## src/rtl/modn_counter_pkg.sv

```systemverilog
// Shared types and next-count arithmetic for the modulo-N up/down counter family.
// Latency: none, pure functions and types.
// Backpressure: not applicable.
package modn_counter_pkg;

    typedef enum logic {DIR_DOWN = 1'b0, DIR_UP = 1'b1} dir_e;

    // Wide enough for WIDTH up to 32 plus one headroom bit, so MODULUS = 2**WIDTH
    // is representable and the wrap compare never overflows.
    localparam int CALC_W = 33;

    // Wrapped successor/predecessor of q within 0..modulus-1.
    function automatic logic [CALC_W-1:0] modn_next(
        input logic [CALC_W-1:0] q,
        input dir_e              up,
        input logic [CALC_W-1:0] modulus
    );
        logic [CALC_W-1:0] r;
        if (up == DIR_UP) begin
            r = (q == modulus - CALC_W'(1)) ? '0 : q + CALC_W'(1);
        end else begin
            r = (q == '0) ? modulus - CALC_W'(1) : q - CALC_W'(1);
        end
        return r;
    endfunction

endpackage

```

## src/rtl/modn_next_calc.sv

```systemverilog
// Combinational next-count and terminal-count detect for a modulo-MODULUS digit.
// Latency: zero, purely combinational.
// Backpressure: none; TC is the carry that gates the next stage's count.
module modn_next_calc
    import modn_counter_pkg::*;
#(
    parameter int WIDTH   = 4,
    parameter int MODULUS = 10
) (
    input  logic [WIDTH-1:0] q,
    input  logic             up,
    input  logic             enable,
    input  logic             ci,
    input  logic             load,
    output logic [WIDTH-1:0] next_q,
    output logic             tc
);

    localparam int               EXT_W   = WIDTH + 1;
    localparam logic [EXT_W-1:0] MOD_EXT = EXT_W'(MODULUS);
    localparam logic [WIDTH-1:0] Q_MAX   = WIDTH'(MODULUS - 1);

    dir_e             dir;
    logic [EXT_W-1:0] q_ext;
    logic             at_end;

    // Wrapped next value (computed with a spare top bit) and end-of-range detect.
    always_comb begin
        dir    = dir_e'(up);
        q_ext  = {1'b0, q};
        next_q = WIDTH'(modn_next(CALC_W'(q_ext), dir, CALC_W'(MOD_EXT)));
        at_end = (dir == DIR_UP) ? (q == Q_MAX) : (q == '0);
        tc     = enable & ci & ~load & at_end;
    end

endmodule

```

## src/rtl/modn_updown_counter.sv

```systemverilog
// Loadable modulo-MODULUS up/down counter with enable, carry-in and cascade TC.
// Latency: Q and Load_err update one cycle after the qualifying edge; TC is combinational.
// Backpressure: none; CI/TC chain cascades digits synchronously without ripple.
// Optional: MODN_STICKY_OVF_EN adds a sticky wrap flag Ovf with clear input Ovf_clr.
module modn_updown_counter
    import modn_counter_pkg::*;
#(
    parameter int WIDTH   = 4,
    parameter int MODULUS = 10
) (
    input  logic             CLK,
    input  logic             MR_N,
    input  logic             Load,
    input  logic [WIDTH-1:0] P,
    input  logic             Enable,
    input  logic             CI,
    input  logic             Up,
`ifdef MODN_STICKY_OVF_EN
    input  logic             Ovf_clr,
    output logic             Ovf,
`endif
    output logic [WIDTH-1:0] Q,
    output logic             TC,
    output logic             Load_err
);

    localparam int               EXT_W   = WIDTH + 1;
    localparam logic [EXT_W-1:0] MOD_EXT = EXT_W'(MODULUS);
    localparam logic [WIDTH-1:0] Q_MAX   = WIDTH'(MODULUS - 1);

    if (WIDTH < 1 || WIDTH > 32) begin : g_bad_width
        $fatal(1, "modn_updown_counter: WIDTH %0d outside 1..32", WIDTH);
    end
    if (MODULUS < 2 || longint'(MODULUS) > (longint'(1) << WIDTH)) begin : g_bad_modulus
        $fatal(1, "modn_updown_counter: MODULUS %0d outside 2..2**%0d", MODULUS, WIDTH);
    end

    logic [WIDTH-1:0] q_r;
    logic             load_err_r;
    logic [WIDTH-1:0] next_q;
    logic             tc;
    logic             load_over;
    logic             count_en;

    modn_next_calc #(
        .WIDTH   (WIDTH),
        .MODULUS (MODULUS)
    ) u_next (
        .q      (q_r),
        .up     (Up),
        .enable (Enable),
        .ci     (CI),
        .load   (Load),
        .next_q (next_q),
        .tc     (tc)
    );

    // Out-of-range load detect; the compare carries a spare bit for MODULUS = 2**WIDTH.
    assign load_over = ({1'b0, P} >= MOD_EXT);
    assign count_en  = Enable & CI;

    // Count register: load beats count beats hold; Load_err pulses for one cycle.
    always_ff @(posedge CLK or negedge MR_N) begin
        if (!MR_N) begin
            q_r        <= '0;
            load_err_r <= 1'b0;
        end else begin
            load_err_r <= 1'b0;
            if (Load) begin
                q_r        <= load_over ? Q_MAX : P;
                load_err_r <= load_over;
            end else if (count_en) begin
                q_r <= next_q;
            end
        end
    end

`ifdef MODN_STICKY_OVF_EN
    logic ovf_r;

    // Sticky wrap flag; a wrap on the same edge as a clear keeps it set.
    always_ff @(posedge CLK or negedge MR_N) begin
        if (!MR_N) begin
            ovf_r <= 1'b0;
        end else begin
            ovf_r <= tc | (ovf_r & ~Ovf_clr);
        end
    end

    assign Ovf = ovf_r;
`endif

    assign Q        = q_r;
    assign TC       = tc;
    assign Load_err = load_err_r;

endmodule

```

## config.mk

```make
export PLATFORM = sky130hd
export DESIGN_NAME = modn_updown_counter
export DESIGN_NICKNAME = d
export VERILOG_FILES = /design/src/rtl/modn_counter_pkg.sv /design/src/rtl/modn_next_calc.sv /design/src/rtl/modn_updown_counter.sv
export SDC_FILE = /design/constraint.sdc
export NUM_CORES = 1
export LEC_CHECK = 0
export CAP_MARGIN = 30
export CORE_AREA = 4 4 41 43
export CTS_CLUSTER_DIAMETER = 40
export DETAILED_ROUTE_END_ITERATION = 7
export DIE_AREA = 0 0 45 47
export GPL_ROUTABILITY_DRIVEN = 0
export REMOVE_ABC_BUFFERS = 1
export SLEW_MARGIN = 20
export SYNTH_ARGS = -nofsm -noshare
export SYNTH_HDL_FRONTEND = slang
export SYNTH_HIERARCHICAL = 1
export SYNTH_SLANG_ARGS = --single-unit
```

## constraint.sdc

```tcl
create_clock -name CLK -period 2 [get_ports CLK]
set_input_delay 0.4 -clock CLK [delete_from_list [all_inputs] [get_ports CLK]]
set_output_delay 0.4 -clock CLK [all_outputs]
set_load 0.01 [all_outputs]
```

==> impl_metrics.yaml <==
finish:
  final_util_pct: 50.1
  drive_gt1_share_pct: 25.4
  nets: 82
  area_growth_pct: 51.9
  n_fill_cell: 140
  antenna_cells: 0
yosys:
  synthArstFlopShare_pct: 100
  synth_cells: 49
  yosysTopAreaCell: "dfrtp_1"
  ys_types: 26
  synthFlopType: "dfrtp_1"
  netlist_top_cells_count: "dfrtp_1 (5), nand2_1 (5), mux2i_1 (4), o21ai_0 (4)"
  seq_area_frac_synth_pct: 29.2
  synth_area_um2: 429
  synthTopCellsByArea: "dfrtp_1 (29%), mux2i_1 (9.3%), buf_6 (7.9%)"
  synth-warning-count: 6
  synth_seq_cells: 5
  synth_top_area_share_pct: 29.2
  post_synth.cell_area_avg_um2: 8.76
  synth_edf_count: 0
worst_setup_path:
  slowest_stage: "clkdlybuf4s50_1"
  path_class: "primary input to output pin"
  reg2reg_from: "Q[3]"
  r2r_cells: 6
  worstPathMaxFanout: 2
  r2r-end: "Q[3]"
  worstPathArrival_ns: 1.44
  path_cells: "clkdlybuf4s50_1, or3_1, a21oi_2, buf_2"
  r2r_slack_ns: 0.36
  required_ns: 1.60
  cp-end-kind: "output pin"
  crit_path_max_incr_delay_ns: 0.41
  start_kind: "primary input"
timing:
  setup_viol: 0
  fin_skew_ns: 0.00374
  drv_slew: 0
  rsz0062_at_grt: "no"
  maxSlewHeadroom_pct: 83.8
  period_share_pct: 91.8
  tightestPinTransition_ns: 0.242
  fmax_ghz: 0.545
  period_minus_slack_ns: 1.84
  hold_viol: 0
  postLayoutSetupSlackWorst_ns: 0.163
die:
  num_io_pins: 16
  start_util_pct: 33.0
  die_area_mm2: 0.00212
  die_width_um: 45
  fp.coreArea_mm2: 0.00130
  fp-row-count: 13
  die_h_um: 47
clock_network:
  clkSinkCount: 5
  clock_latency_ns: 0.25
  post_cts_buffers: 0
  clk_path_buf_depth: 2
  cts_tree: "built"
  numCtsBuffers: 3
  root_buffer: "clkbuf_4"
  cts-htree-levels: 1
  clkTransAtPathRegs_ns: 0.05
  ctsHoldBuffers: 0
routing:
  drt-wirelength-per-cell_um: 12.5
  wirelength_um: 1070
  ant_nets: 0
  drt-initial-drc-count: 1
  vias_per_cell: 4.99
  vias: 429
  dr.pass1.iters: 2
  drc: 0
global_routing:
  antenna_found_initial: 0
  track_usage_pct: 12.1
  grt_pass1_vias: 425
  grt_max_degree: 12
  grt_pass1_wl_um: 1800
  grt-ovfl-total: 0
outcome:
  status: "finished, final reports clean"
pwr:
  switching_share_pct: 31.0
  p_leak_nw: 0.310
  pwr-share-seq_pct: 29.4
  p_per_area_mw_per_mm2: 611
  pwr-share-comb_pct: 40.4
  switchingPower_mw: 0.123
  clkPwrFrac_pct: 30.3
  internal_power_mw: 0.275
  peakVddDrop_mv: 0.298
place:
  hpwl_um: 839
  port_buffers: 15
  place_ws_ns: -0.394
run:
  cap_violations: 0
worst_hold_path:
  worstHoldPathType: "primary input to async pin"
-- worst max-delay path by stage --
stage	from	to	slack, ns
after detailed placement	Enable	TC	-0.39
after CTS	Enable	TC	0.02
after floorplan	Q[2]	TC	0.39
final	Up	TC	0.16
after global placement	CI	TC	-0.39
after global routing	Up	TC	0.11
-- layout make-up --
cell class | count | area (um^2) | area share, %
flip-flops and latches | 5 | 125 | 19.2
clock buffers | 4 | 26.3 | 4.03
repair buffers | 23 | 213 | 32.6
inverters | 2 | 7.51 | 1.15
well taps | 15 | 18.8 | 2.88
multi-input cells | 37 | 262 | 40.1
-- stage by stage --
stage / hold slack (ns) / area (um^2) / TNS (ns) / power, mW / instances
2_1_floorplan: 0.104 / 387 / 0 / 0.194 / 44
3_3_place_gp: 0.641 / 616 / -0.385 / 0.278 / 82
3_5_place_dp: 0.647 / 616 / -0.394 / 0.278 / 82
4_1_cts: 0.379 / 637 / 0 / 0.404 / 86
5_1_grt: 0.387 / 652 / 0 / 0.426 / 86
6_report: 0.376 / 652 / 0 / 0.399 / 86
-- sequential cells by signal, summed over array words and instances (netlist names) --
signal	flops
Load_err	1
Q	4
-- cells by family after synthesis --
logic type      Yosys count  share of synthesized area, %
buf+inv                   7                          11.7
compound gates           14                          23.6
flops                     5                          29.2
simple gates             17                          22.2
xor+xnor                  2                          4.08
mux                       4                          9.33
-- critical path: cells and delay by family --
family          cells  cell delay [ns]
buf+inv             2             0.54
compound gates      1             0.14
simple gates        1             0.35
-- repair_timing --
item,4_1_cts,5_1_grt
pin swaps,0,0
resized for setup,4,5
setup endpoints to repair,1,1
-- placed cells by master (no fill, tap or decap), types with 2 or more instances in the layout --
cell type,n
a21oi_1,2
buf_4,8
clkbuf_4,3
clkdlybuf4s50_1,11
dfrtp_1,5
dlymetal6s2s_1,3
inv_1,2
mux2i_1,4
nand2_1,5
nand3_1,2
o21ai_0,4
o22ai_1,2
or3_1,2
-- power groups by stage --
| stage | clock network (mW) | logic [mW] | registers [mW] |
|---|---|---|---|
| 2_1_floorplan | 0 | 0.0558 | 0.139 |
| 3_5_place_dp | 0 | 0.160 | 0.118 |
| 6_report | 0.121 | 0.161 | 0.117 |
| 3_3_place_gp | 0 | 0.160 | 0.118 |
| 4_1_cts | 0.126 | 0.161 | 0.117 |
| 5_1_grt | 0.131 | 0.176 | 0.118 |
-- layer usage --
metal  GRT usage (%)  wire, um  up-vias
li1                -         -      223
met1            13.1       463      192
met2            21.2       548       11
met3            2.30        37        3
met4            8.77        25        0
met5               0         0        -
(Power assumes the default switching activity.)
